$ cat config.mk
export PLATFORM = sky130hd
export DESIGN_NAME = u8acc_pack
export DESIGN_NICKNAME = d
export VERILOG_FILES = /design/src/rtl/u8acc_pack.sv
export SDC_FILE = /design/constraint.sdc
export NUM_CORES = 1
export LEC_CHECK = 0
export CAP_MARGIN = 20
export CORE_MARGIN = 1.5
export CORE_UTILIZATION = 45
export CTS_BUF_LIST = sky130_fd_sc_hd__clkbuf_8
export CTS_CLUSTER_SIZE = 20
export DETAILED_ROUTE_END_ITERATION = 12
export SKIP_LAST_GASP = 1
export SYNTH_ARGS = -nofsm -noshare
export SYNTH_HDL_FRONTEND = slang
export SYNTH_SLANG_ARGS = --single-unit
$ cat constraint.sdc
create_clock -name clk -period 10.57 [get_ports clk]
set_clock_uncertainty 0.15 [all_clocks]
set_input_delay 2.6425 -clock clk [delete_from_list [all_inputs] [get_ports clk]]
set_output_delay 2.6425 -clock clk [all_outputs]
set_load 0.02 [all_outputs]
$ cat src/rtl/u8acc_pack.sv
// u8acc_pack: packs u8 results from u8mac into little-endian 32-bit words with
// byte strobes, queues them in a small FIFO and issues them over a valid/ready port.
module u8acc_pack #(
    parameter int AW    = 24,
    parameter int DEPTH = 8,
    parameter int AFULL = 2
) (
    input  logic          clk,
    input  logic          xreset,
    input  logic          start,
    input  logic [AW-1:0] base_adr,
    input  logic [AW-1:0] out_len,
    input  logic          acvalid,
    input  logic [7:0]    accd,
    output logic          wvalid,
    input  logic          wready,
    output logic [AW-3:0] wadr,
    output logic [31:0]   wdata,
    output logic [3:0]    wstrb,
    output logic          afull,
    output logic          busy,
    output logic          done,
    output logic          ovf
);

    localparam int PW    = (DEPTH > 1) ? $clog2(DEPTH) : 1;
    localparam int CW    = $clog2(DEPTH + 1);
    localparam int EW    = (AW - 2) + 32 + 4;
    localparam int AF_TH = (DEPTH > AFULL) ? (DEPTH - AFULL) : 0;

    localparam logic [AW-1:0] ADR_ONE   = {{(AW-1){1'b0}}, 1'b1};
    localparam logic [AW-1:0] ADR_ZERO  = {AW{1'b0}};
    localparam logic [PW-1:0] PTR_ONE   = {{(PW-1){1'b0}}, 1'b1};
    localparam logic [CW-1:0] CNT_ONE   = {{(CW-1){1'b0}}, 1'b1};
    localparam logic [CW-1:0] CNT_ZERO  = {CW{1'b0}};
    localparam logic [CW-1:0] CNT_FULL  = CW'(DEPTH);
    localparam logic [CW-1:0] CNT_AFULL = CW'(AF_TH);

    typedef enum logic [1:0] {
        ST_IDLE  = 2'd0,
        ST_RUN   = 2'd1,
        ST_FLUSH = 2'd2,
        ST_DONE  = 2'd3
    } state_t;

    state_t          state_q, state_d;
    logic [AW-1:0]   adr_q, adr_d;
    logic [AW-1:0]   remain_q, remain_d;
    logic [31:0]     pack_q, pack_d;
    logic [3:0]      strb_q, strb_d;
    logic [PW-1:0]   wr_ptr_q, wr_ptr_d;
    logic [PW-1:0]   rd_ptr_q, rd_ptr_d;
    logic [CW-1:0]   count_q, count_d;
    logic            afull_q, afull_d;
    logic            ovf_q, ovf_d;
    logic [EW-1:0]   mem_q [DEPTH];

    logic [1:0]      lane_s;
    logic [31:0]     pack_merged_s;
    logic [3:0]      strb_merged_s;
    logic            last_s;
    logic            push_s;
    logic            push_ok_s;
    logic            pop_s;
    logic            full_s;
    logic            drop_s;
    logic            start_acc_s;
    logic [EW-1:0]   entry_s;
    logic [EW-1:0]   head_s;

    // Byte merge into the pack register at the lane selected by the low address bits
    always_comb begin
        lane_s        = adr_q[1:0];
        pack_merged_s = pack_q;
        case (lane_s)
            2'd0:    pack_merged_s[7:0]   = accd;
            2'd1:    pack_merged_s[15:8]  = accd;
            2'd2:    pack_merged_s[23:16] = accd;
            2'd3:    pack_merged_s[31:24] = accd;
            default: pack_merged_s        = pack_q;
        endcase
        strb_merged_s = strb_q | (4'b0001 << lane_s);
        last_s        = (remain_q == ADR_ONE);
    end

    // Sequencing FSM, address/length tracking and word assembly
    always_comb begin
        state_d     = state_q;
        adr_d       = adr_q;
        remain_d    = remain_q;
        pack_d      = pack_q;
        strb_d      = strb_q;
        push_s      = 1'b0;
        start_acc_s = 1'b0;
        entry_s     = {adr_q[AW-1:2], pack_merged_s, strb_merged_s};
        case (state_q)
            ST_IDLE: begin
                if (start) begin
                    start_acc_s = 1'b1;
                    adr_d       = base_adr;
                    remain_d    = out_len;
                    pack_d      = 32'h0000_0000;
                    strb_d      = 4'b0000;
                    state_d     = (out_len != ADR_ZERO) ? ST_RUN : ST_DONE;
                end else begin
                    state_d = ST_IDLE;
                end
            end
            ST_RUN: begin
                if (acvalid) begin
                    adr_d    = adr_q + ADR_ONE;
                    remain_d = remain_q - ADR_ONE;
                    if ((lane_s == 2'd3) || last_s) begin
                        push_s = 1'b1;
                        pack_d = 32'h0000_0000;
                        strb_d = 4'b0000;
                    end else begin
                        pack_d = pack_merged_s;
                        strb_d = strb_merged_s;
                    end
                    state_d = last_s ? ST_FLUSH : ST_RUN;
                end else begin
                    state_d = ST_RUN;
                end
            end
            ST_FLUSH: begin
                // Leave as soon as the final pop empties the FIFO so done follows it directly
                if ((count_q == CNT_ZERO) || ((count_q == CNT_ONE) && pop_s)) begin
                    state_d = ST_DONE;
                end else begin
                    state_d = ST_FLUSH;
                end
            end
            ST_DONE: begin
                state_d = ST_IDLE;
            end
            default: begin
                state_d = ST_IDLE;
            end
        endcase
    end

    // FIFO bookkeeping; a push into a full FIFO survives only if a pop frees the head slot
    always_comb begin
        pop_s     = (count_q != CNT_ZERO) && wready;
        full_s    = (count_q == CNT_FULL);
        push_ok_s = push_s && (!full_s || pop_s);
        drop_s    = push_s && full_s && !pop_s;
        wr_ptr_d  = push_ok_s ? (wr_ptr_q + PTR_ONE) : wr_ptr_q;
        rd_ptr_d  = pop_s ? (rd_ptr_q + PTR_ONE) : rd_ptr_q;
        if (push_ok_s && !pop_s) begin
            count_d = count_q + CNT_ONE;
        end else if (pop_s && !push_ok_s) begin
            count_d = count_q - CNT_ONE;
        end else begin
            count_d = count_q;
        end
        afull_d = (count_d >= CNT_AFULL);
        if (start_acc_s) begin
            ovf_d = 1'b0;
        end else if (drop_s) begin
            ovf_d = 1'b1;
        end else begin
            ovf_d = ovf_q;
        end
    end

    // Control and datapath registers with synchronous active-low reset
    always_ff @(posedge clk) begin
        if (!xreset) begin
            state_q  <= ST_IDLE;
            adr_q    <= ADR_ZERO;
            remain_q <= ADR_ZERO;
            pack_q   <= 32'h0000_0000;
            strb_q   <= 4'b0000;
            wr_ptr_q <= {PW{1'b0}};
            rd_ptr_q <= {PW{1'b0}};
            count_q  <= CNT_ZERO;
            afull_q  <= 1'b0;
            ovf_q    <= 1'b0;
        end else begin
            state_q  <= state_d;
            adr_q    <= adr_d;
            remain_q <= remain_d;
            pack_q   <= pack_d;
            strb_q   <= strb_d;
            wr_ptr_q <= wr_ptr_d;
            rd_ptr_q <= rd_ptr_d;
            count_q  <= count_d;
            afull_q  <= afull_d;
            ovf_q    <= ovf_d;
        end
    end

    // FIFO storage; contents need no reset since the count gates every output
    always_ff @(posedge clk) begin
        if (xreset && push_ok_s) begin
            mem_q[wr_ptr_q] <= entry_s;
        end
    end

    assign head_s = mem_q[rd_ptr_q];
    assign wvalid = (count_q != CNT_ZERO);
    assign wadr   = wvalid ? head_s[EW-1:36] : {(AW-2){1'b0}};
    assign wdata  = wvalid ? head_s[35:4]    : 32'h0000_0000;
    assign wstrb  = wvalid ? head_s[3:0]     : 4'b0000;
    assign afull  = afull_q;
    assign busy   = (state_q != ST_IDLE);
    assign done   = (state_q == ST_DONE);
    assign ovf    = ovf_q;

endmodule

Word-level counts from Yosys, hierarchy flattened

Memories as Yosys holds them, arrays and structs flattened. A register that Yosys moved wholly into a read port is not among the register bits.
Cells that the tools add are included.

$add $sub $neg: 6
Order comparisons: 1
Equality and inequality tests: 11
Shift operators: 1
Muxes and demuxes: 38
Bitwise operators: 2
Reduce and logical (&&, ||, !) cells: 23

Operators with widths:

| cell                                                                                | count |
|---|---|
| 32-bit two-way mux                                                                  | 4 |
| 24-bit two-way mux                                                                  | 4 |
| 24-bit one-hot mux with 2 select lines                                              | 2 |
| 32-bit one-hot mux with 2 select lines                                              | 1 |
| 8-bit two-way mux                                                                   | 4 |
| 24-bit by 1-bit adder with 24-bit output, second input constant                     | 1 |
| 24-bit by 1-bit == test with 1-bit output, second input constant                    | 1 |
| 4-bit two-way mux                                                                   | 6 |
| 24-bit nonzero test                                                                 | 1 |
| 24-bit by 1-bit subtractor with 24-bit output, second input constant                | 1 |
| 22-bit two-way mux                                                                  | 1 |
| 2-bit == test, second input constant                                                | 4 |
| 1-bit logical AND                                                                   | 8 |
| 1-bit two-way mux                                                                   | 8 |
| 2-bit two-way mux                                                                   | 4 |
| 2-bit one-hot mux with 4 select lines                                               | 1 |
| 4-bit one-hot mux with 2 select lines                                               | 1 |
| 3-bit by 1-bit adder with 3-bit output, second input constant                       | 2 |
| 3-bit two-way mux                                                                   | 2 |
| 4-bit by 1-bit adder with 4-bit output, second input constant                       | 1 |
| 2-bit by 1-bit == test with 1-bit output, second input constant                     | 2 |
| 4-bit by 1-bit == test with 1-bit output, second input constant                     | 1 |
| 4-bit == test, second input constant                                                | 1 |
| 4-bit by 3-bit greater-or-equal comparator with 1-bit output, second input constant | 1 |
| other kinds (13)                                                                    | 20 |

Bits in registers: 98
Memory bits (writable): 464
Bits of input ports: 61
Output and inout port bits: 63
Logic and storage cells: 93
Memories kept: 1

Memories:

| memory | depth | width | read ports | clocked after Yosys merged registers in | wr ports | line | RTL |
|---|---|---|---|---|---|---|---|
| mem_q  | 8     | 58    | 1          | 1                                       | 1        | 56   | `logic [EW-1:0] mem_q [DEPTH];` |

Longest topological paths before layout

Word-level depth: 11
Depth in mapped cells: 11
Mapped depth without buffers: 10

Worst setup path after synthesis

Ideal clock, no wire load.

Kind: input to register
Start: input acvalid
End: memory mem_q[7][0] (netlist name) (enable)
Library setup time: 474 ps
Data arrival time: 5745 ps
Data required time: 9946 ps
Setup slack: 4201 ps
Cell stages on the path: 4
Path buffers: 0
Cells stage by stage: nand2_1 > nor3_4 > nand3_1 > nor2_1

Word-level cells in the longest chain between the ends: 6

Ends and longest elaborated chain:

| what                                    | line | RTL |
|---|---|---|
| start, declared                         | 13   | `input logic acvalid,` |
| 1-bit two-way mux                       | 110  | `if (acvalid) begin` |
| 1-bit two-way mux                       | 96   | `case (state_q)` |
| 1-bit logical AND                       | 147  | `push_ok_s = push_s && (!full_s \|\| pop_s);` |
| 1-bit logical AND                       | 197  | `if (xreset && push_ok_s) begin` |
| 1-bit two-way mux                       | 197  |  |
| 1-bit two-way mux (implied by the code) | 198  | `mem_q[wr_ptr_q] <= entry_s;` |
| end, declared                           | 56   |  |

Every way passes these cells.

==> summary.json <==
{
  "run_status": "finished, final reports clean",
  "grt_start_max_net_pins": 87,
  "share_of_post_route_cells_with_drive_strength_above_1_pct": 19.5,
  "longest_clk_path_bufs": 3,
  "start_util_pct": 45.8,
  "num-nets-final": 1678,
  "dp.cells": 2184,
  "final_cells": 2353,
  "synth_top_cell_by_area": "sky130_fd_sc_hd__edfxtp_1",
  "global_route.overflow_total": 0,
  "dr.first_iter.drc_count": 888,
  "critPathLaunchType": "register",
  "worst-path-max-fanout": 74,
  "cts_inserted_buffers": 91,
  "die_h_um": 229,
  "ys_top_cells_by_count": "sky130_fd_sc_hd__edfxtp_1, sky130_fd_sc_hd__nor2_1, sky130_fd_sc_hd__mux4_2",
  "timing_max_transition_violations_final": 0,
  "avgViaCountPerCell": 5.62,
  "cp_data_arrival_time_ps": 3760,
  "crit_path_time_final_ps": 6550,
  "rsz0062_at_grt": "false",
  "power_frac_clock_pct": 31.7,
  "route.detailed.wl_per_inst_um": 22.3,
  "cts_resized": 0,
  "cp-end-kind": "primary output",
  "report.final.hold_viol_count": 0,
  "power.share.switching_pct": 29.3,
  "place_area_sq_mm": 0.0251,
  "core_area_sq_mm": 0.0503,
  "crit_path_max_incr_delay_ps": 940,
  "worstPathCellList": "buf_12 -> mux4_2 -> mux2i_1 -> nor2_1 -> clkdlybuf4s50_1",
  "fillCellCount": 4162,
  "finished_layout_cell_area_sq_mm": 0.0269,
  "drtPass1Iterations": 6,
  "cts.root.buffer_cell": "sky130_fd_sc_hd__clkbuf_8",
  "post_synth_main_area_contributors": "sky130_fd_sc_hd__edfxtp_1, sky130_fd_sc_hd__mux4_2, sky130_fd_sc_hd__dfxtp_1, sky130_fd_sc_hd__mux2i_1, sky130_fd_sc_hd__nor2_1",
  "timing_worst_slew_pin_value_ps": 1090,
  "worst_setup_hold_path_clk_slew_ps": 70,
  "synth_edf_count": 464,
  "grt_pass1_wl_um": 79700,
  "skew_pair_late_insertion_delay_ps": 660,
  "power.total_w": 0.00571,
  "yosys_most_used_dff": "sky130_fd_sc_hd__edfxtp_1",
  "share_comb_of_total_power_pct": 23.7,
  "via_count": 13232,
  "dp_hpwl_um": 28900,
  "remaining_drc_errors": 0,
  "yosys_warnings": 0,
  "yosysMostFrequentCell": "sky130_fd_sc_hd__edfxtp_1",
  "grt_util_all_layers_pct": 20.2,
  "tritoncts_clock_tree": "built",
  "gp_congestion": 0.788,
  "share_of_power_burned_in_registers_pct": 44.6,
  "flow.area_growth_from_synthesis_pct": 16.7,
  "antenna_cells": 0,
  "synthesis.instances": 1452,
  "share_of_async_settable_or_async_resettable_flops_after_synthesis_pct": 0,
  "cts_hold_buffers": 0,
  "vias_in_the_first_global_route": 13464,
  "sequential_cell_area_fraction_in_the_yosys_report_pct": 69.3,
  "p_int_w": 0.00404,
  "rows": 82,
  "cts.repair_timing.setup_buffer_count": 0,
  "synth.avg_cell_area_sq_um": 15.9,
  "power.ir.vdd_worst_v": 0.000232,
  "synthDistinctLibCells": 63,
  "max_slew_margin_pct": 27.0,
  "antenna_left": 0,
  "cts.sinks": 565,
  "die_area_sq_mm": 0.0525,
  "setup_viol": 0,
  "yosys.area.top_type_share_pct": 60.5,
  "io_count": 124,
  "clock.fmax_mhz": 153,
  "finalCoreUtilization_pct": 53.4,
  "totalWireLength_um": 52500,
  "layout_worst_path_cycle_share_pct": 62.0,
  "setup_tns_ps": 0,
  "hold_path.class": "reg2reg",
  "timing.max_cap.violations": 0,
  "grt_antenna_before_repair": 1,
  "crit_type": "reg2out",
  "dieWidth_um": 229,
  "ys_ff_latch": 565,
  "power_switching_w": 0.00167,
  "leakagePower_nw": 8.65,
  "placement.io_buffers": 123,
  "mappedNetlistArea_sq_mm": 0.0230,
  "critical_path_required_ps": 7780,
  "total_power_per_unit_cell_area_mw_per_mm2": 213,
  "timing.critical_path.slowest_stage_cell": "sky130_fd_sc_hd__dfxtp_4",
  "cts.htree.levels": 3,
  "synth_fp_nets": 1524
}
layout make-up:
type / instances / area (sq um) / area share (%)
inverter: 21 / 78.8 / 0.293
sequential: 565 / 16000 / 59.4
multi-input combinational: 777 / 6740 / 25.1
clock buffer: 100 / 1380 / 5.12
tap: 672 / 841 / 3.13
clock inverter: 68 / 399 / 1.49
timing repair buffer: 150 / 1470 / 5.46
cell families after synthesis:
family,count (synthesis),synth area share [%]
mux,210,15.6
buf+inv,110,1.82
xor+xnor,4,0.152
compound gates,210,5.79
flops,565,69.3
fa+ha+maj,11,0.598
simple gates,342,6.73
critical path, delay by kind of cell (launching register included):
kind | cells | cell delay [ps]
flip-flops | 1 | 940
AND/OR/NAND/NOR | 1 | 80
multiplexers | 2 | 870
buffers and inverters | 2 | 1150
power by group through the flow:
stage                     Clock [W]  Sequential [W]  Combinational [W]
after CTS                   0.00186         0.00255            0.00138
after global placement            0         0.00261            0.00135
final                       0.00181         0.00255            0.00135
after global routing        0.00195         0.00256            0.00146
after floorplan                   0         0.00254           0.000867
after detailed placement          0         0.00260            0.00138
final timing paths:
kind | to | from | slack [ps] | depth (start not counted)
setup / recovery | wdata[6] | register | 4020 | 5
hold / removal | strb_q[3] | strb_q[3] | 290 | 2
setup reg to reg | mem_q[4][23] | remain_q[12] | 6020 | 7
hold reg to reg | strb_q[3] | strb_q[3] | 290 | 2
sequential cells by signal (all words and copies together), names as in the netlist, named ones only:
signal,cells
adr_q,24
afull,1
count_q,4
mem_q,464
ovf,1
pack_q,32
rd_ptr_q,3
remain_q,24
state_q,2
strb_q,4
wr_ptr_q,3
cells in the final DEF, fill, tap and decap left out, drive strengths merged, types with 5 or more instances in the layout:
| cell | synthesis | routed |
|---|---|---|
| a21oi | 71 | 71 |
| mux2 | 32 | 32 |
| nand4 | 11 | 11 |
| nand2b | 6 | 6 |
| a221oi | 7 | 7 |
| a22oi | 19 | 19 |
| buf | 25 | 27 |
| a211oi | 8 | 8 |
| a31oi | 10 | 10 |
| nand3 | 20 | 20 |
| clkdlybuf4s50 | 0 | 123 |
| clkinv | 1 | 29 |
| edfxtp | 464 | 464 |
| mux4 | 116 | 116 |
| nand2 | 90 | 90 |
| nor2 | 148 | 148 |
| and2 | 7 | 7 |
| or3 | 5 | 5 |
| mux2i | 62 | 62 |
| clkbuf | 64 | 100 |
| dfxtp | 101 | 101 |
| o22ai | 5 | 5 |
| ha | 11 | 11 |
| nor4 | 16 | 16 |
| o21ai | 55 | 55 |
| nor3 | 20 | 20 |
| inv | 20 | 54 |
metal layers:
metal  GRT usage [%]  up-vias  share of wire (%)
met5               0        -              0.025
met4            5.82        2                1.6
met3            3.70       67                5.5
met2            34.5      402                 51
met1            26.3     6740                 42
li1                -     6021                  -
stage by stage:
stage	hold slack, ps	worst slack [ps]
after floorplan	266	4200
after global placement	276	4420
after detailed placement	285	4410
after CTS	294	3790
after global routing	325	3670
final	294	4020
Note: power is estimated with default switching activity, not from simulation.
